File: src/rtl/lsu_pkg.sv
// Shared types, funct3 encodings and access-legality helpers for the
// memory-stage load/store unit.
package lsu_pkg;

  typedef enum logic {
    IDLE,
    REQ
  } state_t;

  localparam logic [2:0] F3_B  = 3'b000;
  localparam logic [2:0] F3_H  = 3'b001;
  localparam logic [2:0] F3_W  = 3'b010;
  localparam logic [2:0] F3_BU = 3'b100;
  localparam logic [2:0] F3_HU = 3'b101;

  function automatic logic is_misaligned(input logic [2:0] funct3,
                                         input logic [1:0] addr_lo);
    case (funct3)
      F3_H, F3_HU: return addr_lo[0];
      F3_W:        return addr_lo != 2'b00;
      default:     return 1'b0;
    endcase
  endfunction

  // Unsigned variants only exist for loads.
  function automatic logic is_legal_f3(input logic is_load,
                                       input logic [2:0] funct3);
    case (funct3)
      F3_B, F3_H, F3_W: return 1'b1;
      F3_BU, F3_HU:     return is_load;
      default:          return 1'b0;
    endcase
  endfunction

endpackage

File: src/rtl/lsu_load_align.sv
// Extracts the addressed byte/halfword from a memory word and applies
// sign or zero extension according to funct3.
module lsu_load_align
  import lsu_pkg::*;
(
  input  logic [2:0]  funct3,
  input  logic [1:0]  addr,
  input  logic [31:0] rdata,
  output logic [31:0] data
);

  logic [31:0] shifted;

  always_comb begin
    shifted = rdata >> {addr, 3'b000};
    data    = rdata;
    case (funct3)
      F3_B:    data = {{24{shifted[7]}}, shifted[7:0]};
      F3_BU:   data = {24'h000000, shifted[7:0]};
      F3_H:    data = {{16{shifted[15]}}, shifted[15:0]};
      F3_HU:   data = {16'h0000, shifted[15:0]};
      default: data = rdata;
    endcase
  end

endmodule

File: src/rtl/mem_stage_lsu.sv
// Memory-stage LSU: accepts one instruction at a time from EX/MEM, runs the
// data-memory handshake, and presents registered results to MEM/WB.
module mem_stage_lsu
  import lsu_pkg::*;
#(
  parameter int unsigned TIMEOUT = 255
) (
  input  logic        clock,
  input  logic        reset,
  input  logic        in_valid,
  input  logic        is_load,
  input  logic        is_store,
  input  logic [2:0]  funct3,
  input  logic [31:0] addr,
  input  logic [31:0] store_data,
  input  logic [4:0]  rd_in,
  input  logic [31:0] pc_in,
  input  logic        is_call_in,
  input  logic        writeback_in,
  output logic        in_ready,
  output logic        dmem_req,
  output logic        dmem_we,
  output logic [31:0] dmem_addr,
  output logic [31:0] dmem_wdata,
  output logic [3:0]  dmem_be,
  input  logic        dmem_ready,
  input  logic [31:0] dmem_rdata,
  output logic        out_valid,
  output logic [31:0] load_data,
  output logic [4:0]  rd_field,
  output logic [31:0] pc,
  output logic        is_call,
  output logic        writeback,
  output logic        mem_fault
);

  localparam int unsigned CW = (TIMEOUT < 2) ? 1 : $clog2(TIMEOUT + 1);
  localparam logic [CW-1:0] CNT_LAST = CW'(TIMEOUT - 1);

  state_t state_q, state_d;

  logic [CW-1:0] timeout_cnt;
  logic [2:0]    f3_q;
  logic [1:0]    addr_lo_q;
  logic          is_load_q;
  logic [4:0]    rd_q;
  logic [31:0]   pc_q;
  logic          call_q;
  logic          wb_q;

  logic        mem_op;
  logic        access_fault;
  logic        accept;
  logic        start_req;
  logic        mem_done;
  logic        timed_out;
  logic [3:0]  be_next;
  logic [31:0] wdata_next;
  logic [31:0] aligned_data;

  assign mem_op       = is_load | is_store;
  assign access_fault = mem_op & (~is_legal_f3(is_load, funct3) |
                                  is_misaligned(funct3, addr[1:0]));
  assign accept       = (state_q == IDLE) & in_valid;
  assign start_req    = accept & mem_op & ~access_fault;
  assign mem_done     = (state_q == REQ) & dmem_ready;
  // Ready in the same cycle as the last allowed wait still completes.
  assign timed_out    = (state_q == REQ) & ~dmem_ready & (timeout_cnt == CNT_LAST);

  always_comb begin
    state_d  = state_q;
    in_ready = (state_q == IDLE);
    case (state_q)
      IDLE:    if (start_req) state_d = REQ;
      REQ:     if (mem_done || timed_out) state_d = IDLE;
      default: state_d = IDLE;
    endcase
  end

  always_comb begin
    be_next    = 4'b1111;
    wdata_next = store_data;
    if (is_store) begin
      case (funct3[1:0])
        2'b00: begin
          be_next    = 4'b0001 << addr[1:0];
          wdata_next = {4{store_data[7:0]}};
        end
        2'b01: begin
          be_next    = 4'b0011 << addr[1:0];
          wdata_next = {2{store_data[15:0]}};
        end
        default: begin
          be_next    = 4'b1111;
          wdata_next = store_data;
        end
      endcase
    end
  end

  lsu_load_align u_load_align (
    .funct3 (f3_q),
    .addr   (addr_lo_q),
    .rdata  (dmem_rdata),
    .data   (aligned_data)
  );

  // Strobes and writeback default low every cycle so MEM/WB sees bubbles;
  // sideband outputs only change when a result is presented.
  always_ff @(posedge clock) begin
    if (reset) begin
      state_q     <= IDLE;
      timeout_cnt <= '0;
      f3_q        <= 3'b000;
      addr_lo_q   <= 2'b00;
      is_load_q   <= 1'b0;
      rd_q        <= 5'd0;
      pc_q        <= 32'd0;
      call_q      <= 1'b0;
      wb_q        <= 1'b0;
      dmem_req    <= 1'b0;
      dmem_we     <= 1'b0;
      dmem_addr   <= 32'd0;
      dmem_wdata  <= 32'd0;
      dmem_be     <= 4'b0000;
      out_valid   <= 1'b0;
      mem_fault   <= 1'b0;
      load_data   <= 32'd0;
      rd_field    <= 5'd0;
      pc          <= 32'd0;
      is_call     <= 1'b0;
      writeback   <= 1'b0;
    end else begin
      state_q   <= state_d;
      out_valid <= 1'b0;
      mem_fault <= 1'b0;
      writeback <= 1'b0;

      if (accept) begin
        f3_q      <= funct3;
        addr_lo_q <= addr[1:0];
        is_load_q <= is_load;
        rd_q      <= rd_in;
        pc_q      <= pc_in;
        call_q    <= is_call_in;
        wb_q      <= writeback_in;
        if (start_req) begin
          dmem_req    <= 1'b1;
          dmem_we     <= is_store;
          dmem_addr   <= {addr[31:2], 2'b00};
          dmem_be     <= be_next;
          dmem_wdata  <= wdata_next;
          timeout_cnt <= '0;
        end else begin
          out_valid <= 1'b1;
          mem_fault <= access_fault;
          writeback <= writeback_in & ~access_fault;
          load_data <= 32'd0;
          rd_field  <= rd_in;
          pc        <= pc_in;
          is_call   <= is_call_in;
        end
      end

      if (mem_done) begin
        dmem_req  <= 1'b0;
        out_valid <= 1'b1;
        writeback <= wb_q;
        load_data <= is_load_q ? aligned_data : 32'd0;
        rd_field  <= rd_q;
        pc        <= pc_q;
        is_call   <= call_q;
      end else if (timed_out) begin
        dmem_req  <= 1'b0;
        out_valid <= 1'b1;
        mem_fault <= 1'b1;
        load_data <= 32'd0;
        rd_field  <= rd_q;
        pc        <= pc_q;
        is_call   <= call_q;
      end else if (state_q == REQ) begin
        timeout_cnt <= timeout_cnt + 1'b1;
      end
    end
  end

endmodule

File: config.mk
export PLATFORM = sky130hd
export DESIGN_NAME = mem_stage_lsu
export DESIGN_NICKNAME = d
export VERILOG_FILES = /design/src/rtl/lsu_pkg.sv /design/src/rtl/lsu_load_align.sv /design/src/rtl/mem_stage_lsu.sv
export SDC_FILE = /design/constraint.sdc
export NUM_CORES = 1
export LEC_CHECK = 0
export ABC_AREA = 1
export CAP_MARGIN = 20
export CORE_AREA = 2 2 137 139
export CTS_CLUSTER_DIAMETER = 200
export DETAILED_ROUTE_END_ITERATION = 12
export DIE_AREA = 0 0 139 141
export HOLD_SLACK_MARGIN = 0.12
export MAX_ROUTING_LAYER = met4
export PLACE_DENSITY = 0.87
export SYNTH_ARGS = -nofsm -noshare
export SYNTH_HDL_FRONTEND = slang
export SYNTH_SLANG_ARGS = --single-unit
export TNS_END_PERCENT = 100
File: constraint.sdc
create_clock -name clock -period 2.46 [get_ports clock]
set_input_delay 0.246 -clock clock [delete_from_list [all_inputs] [get_ports clock]]
set_output_delay 0.246 -clock clock [all_outputs]
set_load 0.02 [all_outputs]
==> results of run 1 <==
## path summary, 6_finish.rpt
path / startpoint / endpoint / slack (ps) / cells past startpoint
worst max-delay path: timeout_cnt[0] / pc[2] / 530 / 11
worst min register to register: dmem_addr[27] / dmem_addr[27] / 470 / 2
worst min-delay path: reset / pc[3] / 370 / 4
worst max register to register: timeout_cnt[0] / pc[2] / 530 / 11
## tightest hold or removal path: cells and delay by family
kind / cells / cell delay (ps)
buffers and inverters: 2 / 330
and+or+nand+nor: 2 / 170
## cell type report
type	instances	area (µm²)
well taps	234	292.8
flip-flops and latches	195	3904
fillers	1582	5824
multi-input cells	976	4145
clock inverters	13	153.9
repair buffers	306	3080
inverters	113	424.2
clock buffers	19	442.9
## state kept, by name, summed over array words and instances (netlist names), 2 cells and up
name and flops:
dmem_wdata 32, load_data 32, pc 32, pc_q 32, dmem_addr 30, timeout_cnt 8
rd_field 5, rd_q 5, dmem_be 4, f3_q 3, addr_lo_q 2
## cells by family after synthesis
logic type / count (synthesis) / synth area share
other: 1 / 0.0004221
flip-flops: 195 / 0.4394
adder cells (fa/ha/maj): 2 / 0.002816
buffers and inverters: 199 / 0.09493
AND/OR/NAND/NOR: 742 / 0.3292
AO/OA/AOI/OAI: 230 / 0.1332
## power groups by stage
stage               logic [W]  clock network, W  registers [W]
floorplan            0.000650                 0        0.00362
global placement      0.00141                 0        0.00349
detailed placement    0.00143                 0        0.00349
CTS                   0.00144           0.00286        0.00342
global route          0.00158           0.00298        0.00344
finish                0.00144           0.00282        0.00342
## layer usage
metal,share of wire,vias up,GRT usage
met5,0,-,-
met4,0.035,0,0.1217
met3,0.068,61,0.04925
met2,0.49,388,0.4511
met1,0.41,4274,0.3338
li1,-,4751,-
## per-stage QoR
step / instance area [µm²] / util / setup WS [ps]
2_1_floorplan: 8887 / - / 909.9
3_3_place_gp: 11850 / 0.6485 / 359.8
3_5_place_dp: 11850 / 0.6485 / 283.1
4_1_cts: 12440 / 0.6812 / 537.4
5_1_grt: 12440 / 0.6812 / 353.7
6_report: 12440 / 0.6812 / 527.1
## cells in the final DEF, fill, tap and decap left out, drive strengths merged
master	count
a211oi	1
a21oi	124
buf	22
bufinv	1
clkbuf	19
clkdlybuf4s50	284
clkinv	2
clkinvlp	1
conb	2
dfxtp	195
ha	2
inv	122
nand2	458
nand3	65
nand3b	1
nand4	2
nor2	209
nor3	4
o211ai	8
o21ai	89
o22ai	8
or2	3
==> summary.txt, run 1 <==
Synth warnings: 0
Worst Tran Pin Value: 994.0 ps
Commonest cells in the netlist: nand2_1, nor2_1, dfxtp_1
Startpoint types: flip-flop
Post-synth EDFFs: 0
Dpl hpwl: 18,900 µm
Maxcap violations: 0
# DRC: 0
Unrepaired setup endpoints after global routing: no
Syn Inst Count: 1,369
Initial antenna violation count: 0
Clock Skews: 11.91 ps
Max Buffers Root-to-Sink: 2
Synthesized area per cell: 6.489 µm²
Final setup TNS: 0 ps
CTS tree: yes
Worst path bufs/invs: 3
# port buffers: 285
Routed wire length: 26,880 µm
Via count: 9,474
Worst Hold Class: in2reg
Ports: 288
Syn Std Cell Area: 8884 µm²
Post_cts resized: 0
Worst hold slack: 367.2 ps
Skew-Pair Late Insertion Delay: 430 ps
Outcome: complete, no violations
Largest driver fanout on the critical path: 23
Synthesis-to-finish area growth: 40.07%
Worst EP required: 2820 ps
Register area share after synthesis: 0.4394
Final hold violations: 0
Initial Utilization: 0.4863
Slew Viols, Final: 0
Yosys cell types: 29
Drt via density: 5.105
Per-cell routed wire length: 14.48 µm
Die area: 19,600 µm²
Total grt overflow: 0
Cells along the critical path: inv_1 > ha_1 > inv_1 > nor2_1 > nand4_2 > nand2_2 > buf_12 > nand2_1 > nand2_1 > nor2_1 > nor2_1
Sw Ratio: 0.2893
Seq pwr share: 0.445
Clock Pin Slew Worst Setup and Hold Paths: 80 ps
Std cell rows: 50
Crit path capture type: flip-flop
Total chip power: 0.007686 W
Num Clock Sinks: 195
Largest area contributor in the netlist: dfxtp_1
Inst Count DP: 1,824
Synth Register Bits: 195
Drt pass-1 iters: 5
Psw: 0.002224 W
DRT iter0 DRCs: 753
Clk pwr share: 0.367
Post-Layout Cell Count: 1,856
GP Congestion: 0.9381
Top-area cell type share of the netlist area: 0.4394
Final nets: 1,755
Combinational power share: 0.188
Post-synth ARST share: 0
Root buffer cell: clkbuf_16
Core area: 18,270 µm²
Layout cell share with drive strength beyond 1: 0.04439
H-tree depth: 4
Die Width: 139 µm
Total GRT Usage: 0.2751
Post-CTS setup buffers: 0
Post-route minimum period: 1933 ps
FMAX: 0.5174 GHz
Static Leak: 5.306 nW
CP max stage delay: 420 ps
# diodes: 0
Final setup vio count: 0
Cts bufs inserted: 17
CP most frequent cell: nor2_1
First-pass GRT wire length: 42,790 µm
Top-count cell post-synth: nand2_1
Relative slew slack: 0.3374
Internal power: 0.005462 W
Peak supply drop: 0.5153 mV
Vias in the first global route: 8,736
Critical-path top delay cell: nand2_2
Antenna-violating nets left: 0
Crit path max-delay family: simple AND/OR/NAND/NOR gates
WS Path Type: reg2reg
Pwr per Cell Area: 617.7 nW/µm²
Top FF cell, synth: dfxtp_1
Hold-fix buffers, CTS: 0
Leading post-synthesis cells by cell area: dfxtp_1, nand2_1, nor2_1, a21oi_1, o21ai_0
Largest net degree at the start of global routing: 92
Data arrival, critical path: 2300 ps
Fin crit share: 0.7857
Die Ht: 141 µm
(Power assumes the default switching activity.)
==> run 2, diff against run 1 <==
--- a/config.mk
+++ b/config.mk
@@ -7,13 +7,13 @@
 export LEC_CHECK = 0
 export ABC_AREA = 1
 export CAP_MARGIN = 20
-export CORE_AREA = 2 2 137 139
+export CORE_AREA = 2 2 141 143
 export CTS_CLUSTER_DIAMETER = 200
 export DETAILED_ROUTE_END_ITERATION = 12
-export DIE_AREA = 0 0 139 141
+export DIE_AREA = 0 0 143 145
 export HOLD_SLACK_MARGIN = 0.12
 export MAX_ROUTING_LAYER = met4
-export PLACE_DENSITY = 0.87
+export PLACE_DENSITY = 0.83
 export SYNTH_ARGS = -nofsm -noshare
 export SYNTH_HDL_FRONTEND = slang
 export SYNTH_SLANG_ARGS = --single-unit
==> constraint.sdc (replaced) <==
create_clock -name clock -period 1.8 [get_ports clock]
set_input_delay 0.18 -clock clock [delete_from_list [all_inputs] [get_ports clock]]
set_output_delay 0.18 -clock clock [all_outputs]
set_load 0.02 [all_outputs]
==> summary.txt, run 2 (synthesis gave the netlist of run 1 again) <==
Peak supply drop: 0.6635 mV (+29%)
Sw Ratio: 0.2940 (+0.004712)
Total chip power: 0.01073 W (+40%)
Layout cell share with drive strength beyond 1: 0.06590 (+0.02151)
Die Width: 143 µm (+2.9%)
Hold-fix buffers, CTS: 0 (unchanged)
Antenna-violating nets left: 0 (unchanged)
Psw: 0.003156 W (+42%)
Die area: 20,740 µm² (+5.8%)
Clock Pin Slew Worst Setup and Hold Paths: 80 ps (about the same)
Clk pwr share: 0.370 (+0.003)
Largest net degree at the start of global routing: 92 (unchanged)
Total grt overflow: 0 (unchanged)
Seq pwr share: 0.436 (-0.009)
# diodes: 0 (unchanged)
Max Buffers Root-to-Sink: 2 (unchanged)
Relative slew slack: 0.5410 (+0.2036)
Ports: 288 (unchanged)
Final nets: 1,787 (+1.8%)
Die Ht: 145 µm (+2.8%)
Outcome: complete, no violations
Cells along the critical path: ha_1 > inv_1 > nor2_4 > nand4_4 > nand2_4 > nand2_8 > buf_12 > nand2_1 > nand2_1 > nor2_1
Per-cell routed wire length: 14.36 µm (-0.84%)
# DRC: 0 (unchanged)
Drt pass-1 iters: 5 (unchanged)
Routed wire length: 27,560 µm (+2.5%)
CP most frequent cell: nand2_1
Worst EP required: 2170 ps (-650 ps)
Core area: 19,210 µm² (+5.1%)
Initial antenna violation count: 0 (unchanged)
H-tree depth: 4 (unchanged)
Instance area at placement: 12,150 µm² (+2.6%)
Worst Tran Pin Value: 681.4 ps (-312.6 ps)
Drt via density: 5.015 (-1.8%)
GP Congestion: 0.9277 (-1.1%)
Synthesis-to-finish area growth: 45.10%
# port buffers: 285 (unchanged)
Num Clock Sinks: 195 (unchanged)
Post-Layout Cell Count: 1,919 (+3.4%)
Via count: 9,623 (+1.6%)
First-pass GRT wire length: 43,930 µm (+2.7%)
Startpoint types: flip-flop
Final setup TNS: 0 ps (unchanged)
Worst R2R Setup Slack: 70 ps (-460 ps)
Post-route minimum period: 1729 ps (-204.1 ps)
Most frequent cells in the layout: nand2_1, clkdlybuf4s50_1, nor2_1, dfxtp_1, a21oi_1
Final setup margin: 71.20 ps (-455.9 ps)
Placement Setup Slack: -142.9 ps (-426.0 ps)
Inst Count DP: 1,882 (+3.2%)
Critical-path top delay cell: dfxtp_1
Fin area: 12,890 µm² (+3.6%)
Total GRT Usage: 0.2684 (-0.006721)
Crit path capture type: flip-flop
Data arrival, critical path: 2090 ps (-210 ps)
CTS tree: yes
CP max stage delay: 410 ps (about the same)
Skew-Pair Late Insertion Delay: 430 ps (about the same)
Vias in the first global route: 8,888 (+1.7%)
Final setup vio count: 0 (unchanged)
Root buffer cell: clkbuf_16
Pwr per Cell Area: 832.6 nW/µm² (+35%)
Clock Skews: 10.62 ps (-1.288 ps)
FMAX: 0.5784 GHz (+12%)
Std cell rows: 51 (+2.0%)
WS Path Type: reg2reg
DRT iter0 DRCs: 696 (-7.6%)
Largest driver fanout on the critical path: 18 (-22%)
Maxcap violations: 0 (unchanged)
Internal power: 0.007576 W (+39%)
Dpl hpwl: 18,960 µm (+0.32%)
Combinational power share: 0.194 (+0.006)
Static Leak: 5.527 nW (+4.2%)
Initial Utilization: 0.4625 (-0.02379)
Slew Viols, Final: 0 (unchanged)
Worst Hold Class: in2reg
Most common cell after layout, fill and taps aside: nand2_1
Cts bufs inserted: 17 (unchanged)
Final hold violations: 0 (unchanged)
Fin crit share: 0.9604 (+0.1747)
==> run 2: cell types whose count changed in the layout (fill, tap and decap cells not counted), sizes merged <==
cell	before	now
clkinv	2	5
clkbuf	19	20
buf	22	52
inv	122	121
clkinvlp	1	0
==> run 2: metrics by stage <==
step	utilization	hold slack, ps
6_report	0.6711	251.7
4_1_cts	0.6665	249.1
3_5_place_dp	0.6327	453.1
5_1_grt	0.6711	272.0
2_1_floorplan	-	322.7
3_3_place_gp	0.6327	448.9
==> run 2: repair_timing <==
item | CTS | global route
cloned | 0 | 2
gates resized for setup | 4 | 6
pin swaps | 1 | 4
endpoints found under the setup margin | 5 | 72
setup buffers | 1 | 2
==> run 2: worst paths after layout <==
path | startpoint | end | cells past startpoint
min | reset | rd_field[3] | 5
max | timeout_cnt[1] | pc[6] | 10
max reg2reg | timeout_cnt[1] | pc[6] | 10
min reg2reg | load_data[4] | load_data[4] | 2
==> run 2: routing by layer <==
metal / vias to the layer above / wire, µm / track usage
li1: 4817 / - / -
met1: 4377 / 11690 / 0.3276
met2: 364 / 13210 / 0.4330
met3: 65 / 1815 / 0.05545
met4: 0 / 843 / 0.1064
met5: - / 0 / -
==> run 2: worst max-delay path: cells and delay by family, from the launching register on <==
kind          cells  cell delay (ps)
buf+inv           2              260
simple gates      7              790
flops             1              410
fa+ha+maj         1              200
==> run 2: power groups by stage <==
| stage | sequential [W] | combinational (W) | clock, W |
|---|---|---|---|
| final | 0.00468 | 0.00208 | 0.00397 |
| after global routing | 0.00471 | 0.00228 | 0.00418 |
| after CTS | 0.00468 | 0.00204 | 0.00402 |
| after detailed placement | 0.00478 | 0.00203 | 0 |
| after global placement | 0.00477 | 0.00200 | 0 |
| after floorplan | 0.00495 | 0.000889 | 0 |
==> run 2: cell type report <==
class	count	area, µm²
inverters	113	424.2
clock buffers	18	439.2
flip-flops and latches	195	3905
fillers	1672	6317
repair buffers	338	3428
multi-input cells	976	4178
clock inverters	14	183.9
well taps	265	331.6
==> run 3, diff against run 2 <==
--- a/config.mk
+++ b/config.mk
@@ -7,14 +7,15 @@
 export LEC_CHECK = 0
 export ABC_AREA = 1
 export CAP_MARGIN = 20
-export CORE_AREA = 2 2 141 143
+export CORE_AREA = 2 2 142 144
 export CTS_CLUSTER_DIAMETER = 200
 export DETAILED_ROUTE_END_ITERATION = 12
-export DIE_AREA = 0 0 143 145
+export DIE_AREA = 0 0 144 146
 export HOLD_SLACK_MARGIN = 0.12
 export MAX_ROUTING_LAYER = met4
 export PLACE_DENSITY = 0.83
 export SYNTH_ARGS = -nofsm -noshare
 export SYNTH_HDL_FRONTEND = slang
+export SYNTH_HIERARCHICAL = 1
 export SYNTH_SLANG_ARGS = --single-unit
 export TNS_END_PERCENT = 100
==> summary.txt, run 3 <==
Outcome: complete, no violations
Hold-fix buffers, CTS: 0 (unchanged)
Syn Inst Count: 1,400 (+2.3%)
# diodes: 0 (unchanged)
Crit path capture type: flip-flop
Per-cell routed wire length: 14.19 µm (-1.2%)
CP max stage delay: 340 ps (-70 ps)
Largest area contributor in the netlist: dfxtp_1
Top-count cell post-synth: nand2_1
Final nets: 1,811 (+1.3%)
Vias in the first global route: 8,898 (+0.11%)
Worst Tran Pin Value: 534.2 ps (-147.2 ps)
Worst EP required: 2150 ps (-20 ps)
Largest driver fanout on the critical path: 37 (+19)
Total grt overflow: 0 (unchanged)
DRT iter0 DRCs: 825 (+19%)
Pwr per Cell Area: 837.4 nW/µm² (+0.57%)
Clock Skews: 10.78 ps (+0.1637 ps)
Die Ht: 146 µm (+0.69%)
Skew-Pair Late Insertion Delay: 430 ps (about the same)
Routed wire length: 27,570 µm (about the same)
Maxcap violations: 0 (unchanged)
Inst Count DP: 1,908 (+1.4%)
Leading post-synthesis cells by cell area: dfxtp_1, nand2_1, nor2_1, a21oi_1, o21ai_0
Final setup vio count: 0 (unchanged)
Post-route minimum period: 1690 ps (-38.81 ps)
Layout cell share with drive strength beyond 1: 0.06317 (-0.002730)
Fillers: 1,704 (+1.9%)
Peak supply drop: 0.6767 mV (+2.0%)
FMAX: 0.5917 GHz (+2.3%)
Worst Hold Class: in2reg
Drt pass-1 iters: 7 (+2)
Via count: 9,698 (+0.78%)
Synthesis-to-finish area growth: 44.27%
Fin area: 12,930 µm² (+0.34%)
Worst path bufs/invs: 3 (+1)
Most common cell after layout, fill and taps aside: nand2_1
First-pass GRT wire length: 43,700 µm (-0.50%)
Critical-path top delay cell: dfxtp_1
Top FF cell, synth: dfxtp_1
Final hold violations: 0 (unchanged)
# port buffers: 285 (unchanged)
Yosys cell types: 28 (-3.4%)
Dpl hpwl: 18,890 µm (-0.34%)
Initial Utilization: 0.4637 (+0.001153)
Root buffer cell: clkbuf_16
Clock Pin Slew Worst Setup and Hold Paths: 80 ps (about the same)
Largest net degree at the start of global routing: 107 (+16%)
Drt via density: 4.991 (-0.47%)
CTS tree: yes
Die area: 21,020 µm² (+1.4%)
Relative slew slack: 0.6426 (+0.1016)
Post-synth ARST share: 0 (unchanged)
Total GRT Usage: 0.2643 (-0.004096)
H-tree depth: 4 (unchanged)
CP most frequent cell: nand2_1
Crit path max-delay family: simple AND/OR/NAND/NOR gates
Register area share after synthesis: 0.4355 (-0.003987)
Cts bufs inserted: 17 (unchanged)
Ports: 288 (unchanged)
Num Clock Sinks: 195 (unchanged)
Slew Viols, Final: 0 (unchanged)
GP Congestion: 0.8974 (-3.3%)
Cells along the critical path: inv_1 > ha_1 > inv_1 > nor2_1 > nand3_2 > nand2_1 > nand2_4 > buf_12 > nand2_1 > nand2_1 > nor2_1
Startpoint types: flip-flop
Initial antenna violation count: 0 (unchanged)
Std cell rows: 51 (unchanged)
Syn Std Cell Area: 8965 µm² (+0.92%)
Max Buffers Root-to-Sink: 2 (unchanged)
Top-area cell type share of the netlist area: 0.4355 (-0.003987)
Synthesized area per cell: 6.403 µm² (-1.3%)
Synth Register Bits: 195 (unchanged)
Core area: 19,330 µm² (+0.66%)
Commonest cells in the netlist: nand2_1, dfxtp_1, nor2_1
Antenna-violating nets left: 0 (unchanged)
Synth warnings: 6 (+6)
Total chip power: 0.01083 W (+0.91%)
Unrepaired setup endpoints after global routing: yes
Post-synth EDFFs: 0 (unchanged)
Final setup TNS: 0 ps (unchanged)
Post-Layout Cell Count: 1,943 (+1.3%)
Most frequent cells in the layout: nand2_1, clkdlybuf4s50_1, dfxtp_1, nor2_1, a21oi_1
Instance area at placement: 12,240 µm² (+0.73%)
Fin crit share: 0.9389 (-0.02156)
Static Leak: 5.522 nW (about the same)
Data arrival, critical path: 2040 ps (-50 ps)
Die Width: 144 µm (+0.70%)
WS Path Type: reg2reg
# DRC: 0 (unchanged)
-- run 3: changes by cell type in the layout (fill, tap and decap cells not counted), moves of 12 or more --
cell,delta
nand2_1,+91
nor2_1,-23
inv_1,-23
nand3_1,+13
a21oi_1,-12
-- run 3: path summary, 6_finish.rpt --
kind,startpoint,depth (start not counted),slack [ps],end
worst max-delay path,timeout_cnt[0],11,110,pc[4]
worst min-delay path,reset,4,170,timeout_cnt[7]
worst max register to register,timeout_cnt[0],11,110,pc[4]
worst min register to register,dmem_req,2,460,dmem_req
-- run 3: logic make-up (layout without fill, tap and decap cells) --
kind of cell,count (synthesis),in the layout,synth area share
AO/OA/AOI/OAI,201,201,0.1122
flip-flops,195,195,0.4354
AND/OR/NAND/NOR,825,825,0.3655
buffers and inverters,176,453,0.08360
other,1,2,0.0004183
adder cells (fa/ha/maj),2,2,0.002791
-- run 3: report_power, final --
group / leakage (nW) / switching (W) / internal, W / total (W)
sequential: 1.60 / 0.000130 / 0.00454 / 0.00467
clock: 0.312 / 0.00177 / 0.00232 / 0.00409
combinational: 3.61 / 0.00111 / 0.000950 / 0.00206
-- run 3: timing repair --
item,4_1_cts,5_1_grt
gates resized for setup,0,5
endpoints found under the setup margin,0,53
buffers inserted,0,2
-- run 3: per-layer routing --
metal,track usage,part of all wire,vias up
li1,-,-,4878
met1,0.3198,0.41,4379
met2,0.4307,0.48,382
met3,0.06614,0.081,59
met4,0.08480,0.024,0
met5,-,0,-
-- run 3: area by class of cell --
cell class / instances / area (µm²) / area share
repair buffers: 333 / 3395 / 0.2625
flip-flops and latches: 195 / 3906 / 0.3020
inverters: 88 / 336.6 / 0.02602
clock buffers: 19 / 452.9 / 0.03502
well taps: 265 / 331.6 / 0.02564
multi-input cells: 1030 / 4325 / 0.3344
clock inverters: 13 / 186.4 / 0.01441
-- run 3: worst reg2reg max path, cell delays in order, from the launching register on --
cell     delay (ps)
dfxtp_1         340
inv_1            80
ha_1            140
inv_1            30
nor2_1          160
nand3_2         180
nand2_1         150
nand2_4         100
buf_12          180
nand2_1         100
nand2_1          60
nor2_1          110
-- run 3: per-stage QoR --
step | hold WS, ps | setup slack [ps] | util
2_1_floorplan | 322.3 | 234.3 | -
3_3_place_gp | 436.0 | -42.53 | 0.6331
3_5_place_dp | 437.8 | -70.71 | 0.6331
4_1_cts | 158.4 | 93.83 | 0.6662
5_1_grt | 176.8 | -7.724 | 0.6689
6_report | 170.3 | 110.0 | 0.6689
==> variant, RTL diff (settings of run 3) <==
Make the reset (`reset`) asynchronous in one clocked block.
--- a/src/rtl/mem_stage_lsu.sv
+++ b/src/rtl/mem_stage_lsu.sv
@@ -107,7 +107,7 @@
 
   // Strobes and writeback default low every cycle so MEM/WB sees bubbles;
   // sideband outputs only change when a result is presented.
-  always_ff @(posedge clock) begin
+  always_ff @(posedge clock or posedge reset) begin
     if (reset) begin
       state_q     <= IDLE;
       timeout_cnt <= '0;
Formal check against the unedited RTL: differs if reset is asserted again (counterexample within 4 cycles, from zero or initial values and one cycle with reset high); with reset held inactive, the same outputs for 4 cycles.
==> variant against run 3 <==
  * Sequential cell count unchanged
  * Non-clock buffer count unchanged
  * Routed wire length increased by 2.9%
  * Fmax up 0.14%
  * Via count fell by 4.1%
  * Critical path depth is 2 lower
  * Setup slack gained 0.0024 ns
  * Cell count shrank 5.4%
  * Synthesized area grew 4.6%
  * Synthesized cell count decreased by 8.7%
  * Worst hold slack better by 0.11 ns
  * Design area up 3.6%
  * Critical path type unchanged
  * Critical endpoint is now pc[2]$_DFFE_PP0P_
  * Largest cell class is now registers
Power is not compared: it rests on default switching activity, and its combinational part moved more than twofold at a synthesized area within 25%.
==> variant: results (changes against run 3) <==
Critical path
  • Worst r2r src: state_q$_DFF_PP0_
  • Max FO, Critical Path: 22 (-41%)
  • WP data arrival: 2.00 ns (-0.04 ns)
  • R2R depth: 9 (-2)
  • Reg-to-reg endpoint: pc[2]$_DFFE_PP0P_

Hold path
  • Hold WC Path Type: primary input to flip-flop
  • Hold_sp: addr[11]
  • Hold EP: dmem_addr[11]$_DFFE_PP0P_
  • Worst Hold Depth: 3 (-1)

Route
  • Wire per inst: 15.4 um (+8.7%)
  • Drt first pass iters: 5 (-2)
  • Vias post-DR: 9,305 (-4.1%)
  • DR vias/cell: 5.06 (+1.4%)
  • DRT iter0 DRCs: 658 (-20%)

Global routing
  • Largest net degree at the start of global routing: 50 (-53%)
  • First-pass GRT wire length: 44,900 um (+2.7%)
  • Antenna violations before repair: 0 (unchanged)
  • Number of global-route vias before repair: 8,933 (+0.39%)
  • Gr usage total: 0.277 (+0.0127)

Pwr
  • Sw Pwr: 8920 uW
  • Leak Pwr: roughly 0.0069 uW
  • Peak VDD IR: between 900 and 1000 uV

Logic synthesis
  • Sequential element share of the synthesized area: 0.520 (+0.0850)
  • Asr flop ratio synth: 1.00 (+1.00)
  • Average cell area after synthesis: 7.34 sq um (+15%)
  • Synth cell count leaders: nand2_1, dfrtp_1, nand3_1
  • Flip-flop cell with the highest count after synthesis: dfrtp_1
  • Synth unique cells: 25 (-11%)
  • Synth area leaders: dfrtp_1, nand2_1, nand3_1

Placement
  • GPL Wtd Cong: 0.893 (-0.55%)
  • Placed cells: 1,802 (-5.6%)
  • Post-DP Area: 0.0127 sq mm (+3.8%)
  • Post-Place Setup Slack: -0.00202 ns (+0.0687 ns)
  • Detailed Place HPWL: 19,900 um (+5.5%)
  • I/O Buffers: 285 (unchanged)

STA
  • Rel. slew slack: 0.604 (-0.0390)
  • Setup TNS: 0 ns (unchanged)
  • Clk_skew: 0.0117 ns (+0.000935 ns)
  • Fin Hold WS: 0.278 ns (+0.108 ns)

Layout
  • Antenna cell count: 0 (unchanged)
  • Layout cells sized above 1: 0.0654 (+0.00227)
  • Nets: 1,707 (-5.7%)

Clock tree
  • CTS buffer count: 17 (unchanged)
  • H-tree Lvls: 4 (unchanged)
  • Insertion delay to the later sink of the worst-skew pair: 0.43 ns (about the same)
  • Longest Clk Path Bufs: 2 (unchanged)

Run status
  • Status: finished clean

Flow run
  • Maxcap violations: 0 (unchanged)
[variant: cell types whose count changed in the layout (fill, tap and decap cells not counted), moves of 3 or more]
cell	before	now
dfrtp_1	0	195
nand2_1	544	715
buf_4	34	31
nand3_1	76	115
dfxtp_1	193	0
nor2_1	183	22
a21oi_1	112	4
inv_1	81	55
o21ai_0	86	68
[variant: final cells by class]
type                            instances  area, sq um
Fill cell                            1557         5940
Sequential cell                       195         4880
Multi-Input combinational cell        951         3930
Timing Repair Buffer                  333         3420
Clock buffer                           18          429
Tap cell                              265          332
Inverter                               63          245
Clock inverter                         14          164
[variant: power by group through the flow]
| stage | registers, uW | clock network, uW | logic, uW |
|---|---|---|---|
| 2_1_floorplan | 9000 | 0 | 3940 |
| 3_3_place_gp | 7440 | 0 | 9980 |
| 3_5_place_dp | 7450 | 0 | 10200 |
| 4_1_cts | 7430 | 3910 | 10200 |
| 5_1_grt | 7640 | 4090 | 11300 |
| 6_report | 7440 | 3840 | 10400 |
[variant: metal layers]
layer  part of all wire  GRT usage
met5                  0          -
met4              0.022     0.0922
met3              0.071     0.0503
met2               0.50      0.450
met1               0.41      0.350
[variant: worst max path at each step]
| stage | from | endpoint | slack [ns] | cells after the start |
|---|---|---|---|---|
| 6_report | state_q$_DFF_PP0_ | pc[2]$_DFFE_PP0P_ | 0.11 | 9 |
| 5_1_grt | timeout_cnt[0]$_DFF_PP0_ | rd_field[1]$_DFFE_PP0P_ | -0.001 | 11 |
| 4_1_cts | timeout_cnt[0]$_DFF_PP0_ | pc[7]$_DFFE_PP0P_ | 0.08 | 11 |
| 3_5_place_dp | in_valid | pc[8]$_DFFE_PP0P_ | -0.002 | 8 |
| 3_3_place_gp | in_valid | pc[13]$_DFFE_PP0P_ | 0.06 | 8 |
| 2_1_floorplan | reset | addr_lo_q[0]$_DFFE_PP0P_ | -0.90 | 1 |
[variant: timing repair]
action | in CTS | in global routing
setup endpoints to repair | 1 | 36
pin swaps | 0 | 2
cloned | 0 | 2
setup buffers | 0 | 2
hold endpoints to repair | 4 | 0
hold buffers | 1 | 0
resized for setup | 1 | 7
[variant: logic make-up (layout without fill, tap and decap cells)]
| logic type | count (synthesis) | count (layout) | share of synthesized area |
|---|---|---|---|
| and+or+nand+nor | 870 | 870 | 0.371 |
| DFF | 195 | 195 | 0.520 |
| AOI/OAI and AO/OA | 77 | 77 | 0.0416 |
| other | 1 | 2 | 0.000400 |
| adders and majority gates | 2 | 2 | 0.00267 |
| buffers and inverters | 133 | 428 | 0.0634 |
[variant: worst max-delay path: stages, from the launching register on]
cell and delay (ns):
dfrtp_1 0.46, inv_2 0.09, nand2_2 0.11, a21oi_2 0.22, nand3_4 0.16, nand2_4 0.18, inv_4 0.06, buf_12 0.15
nand2_1 0.07, nand2_1 0.06
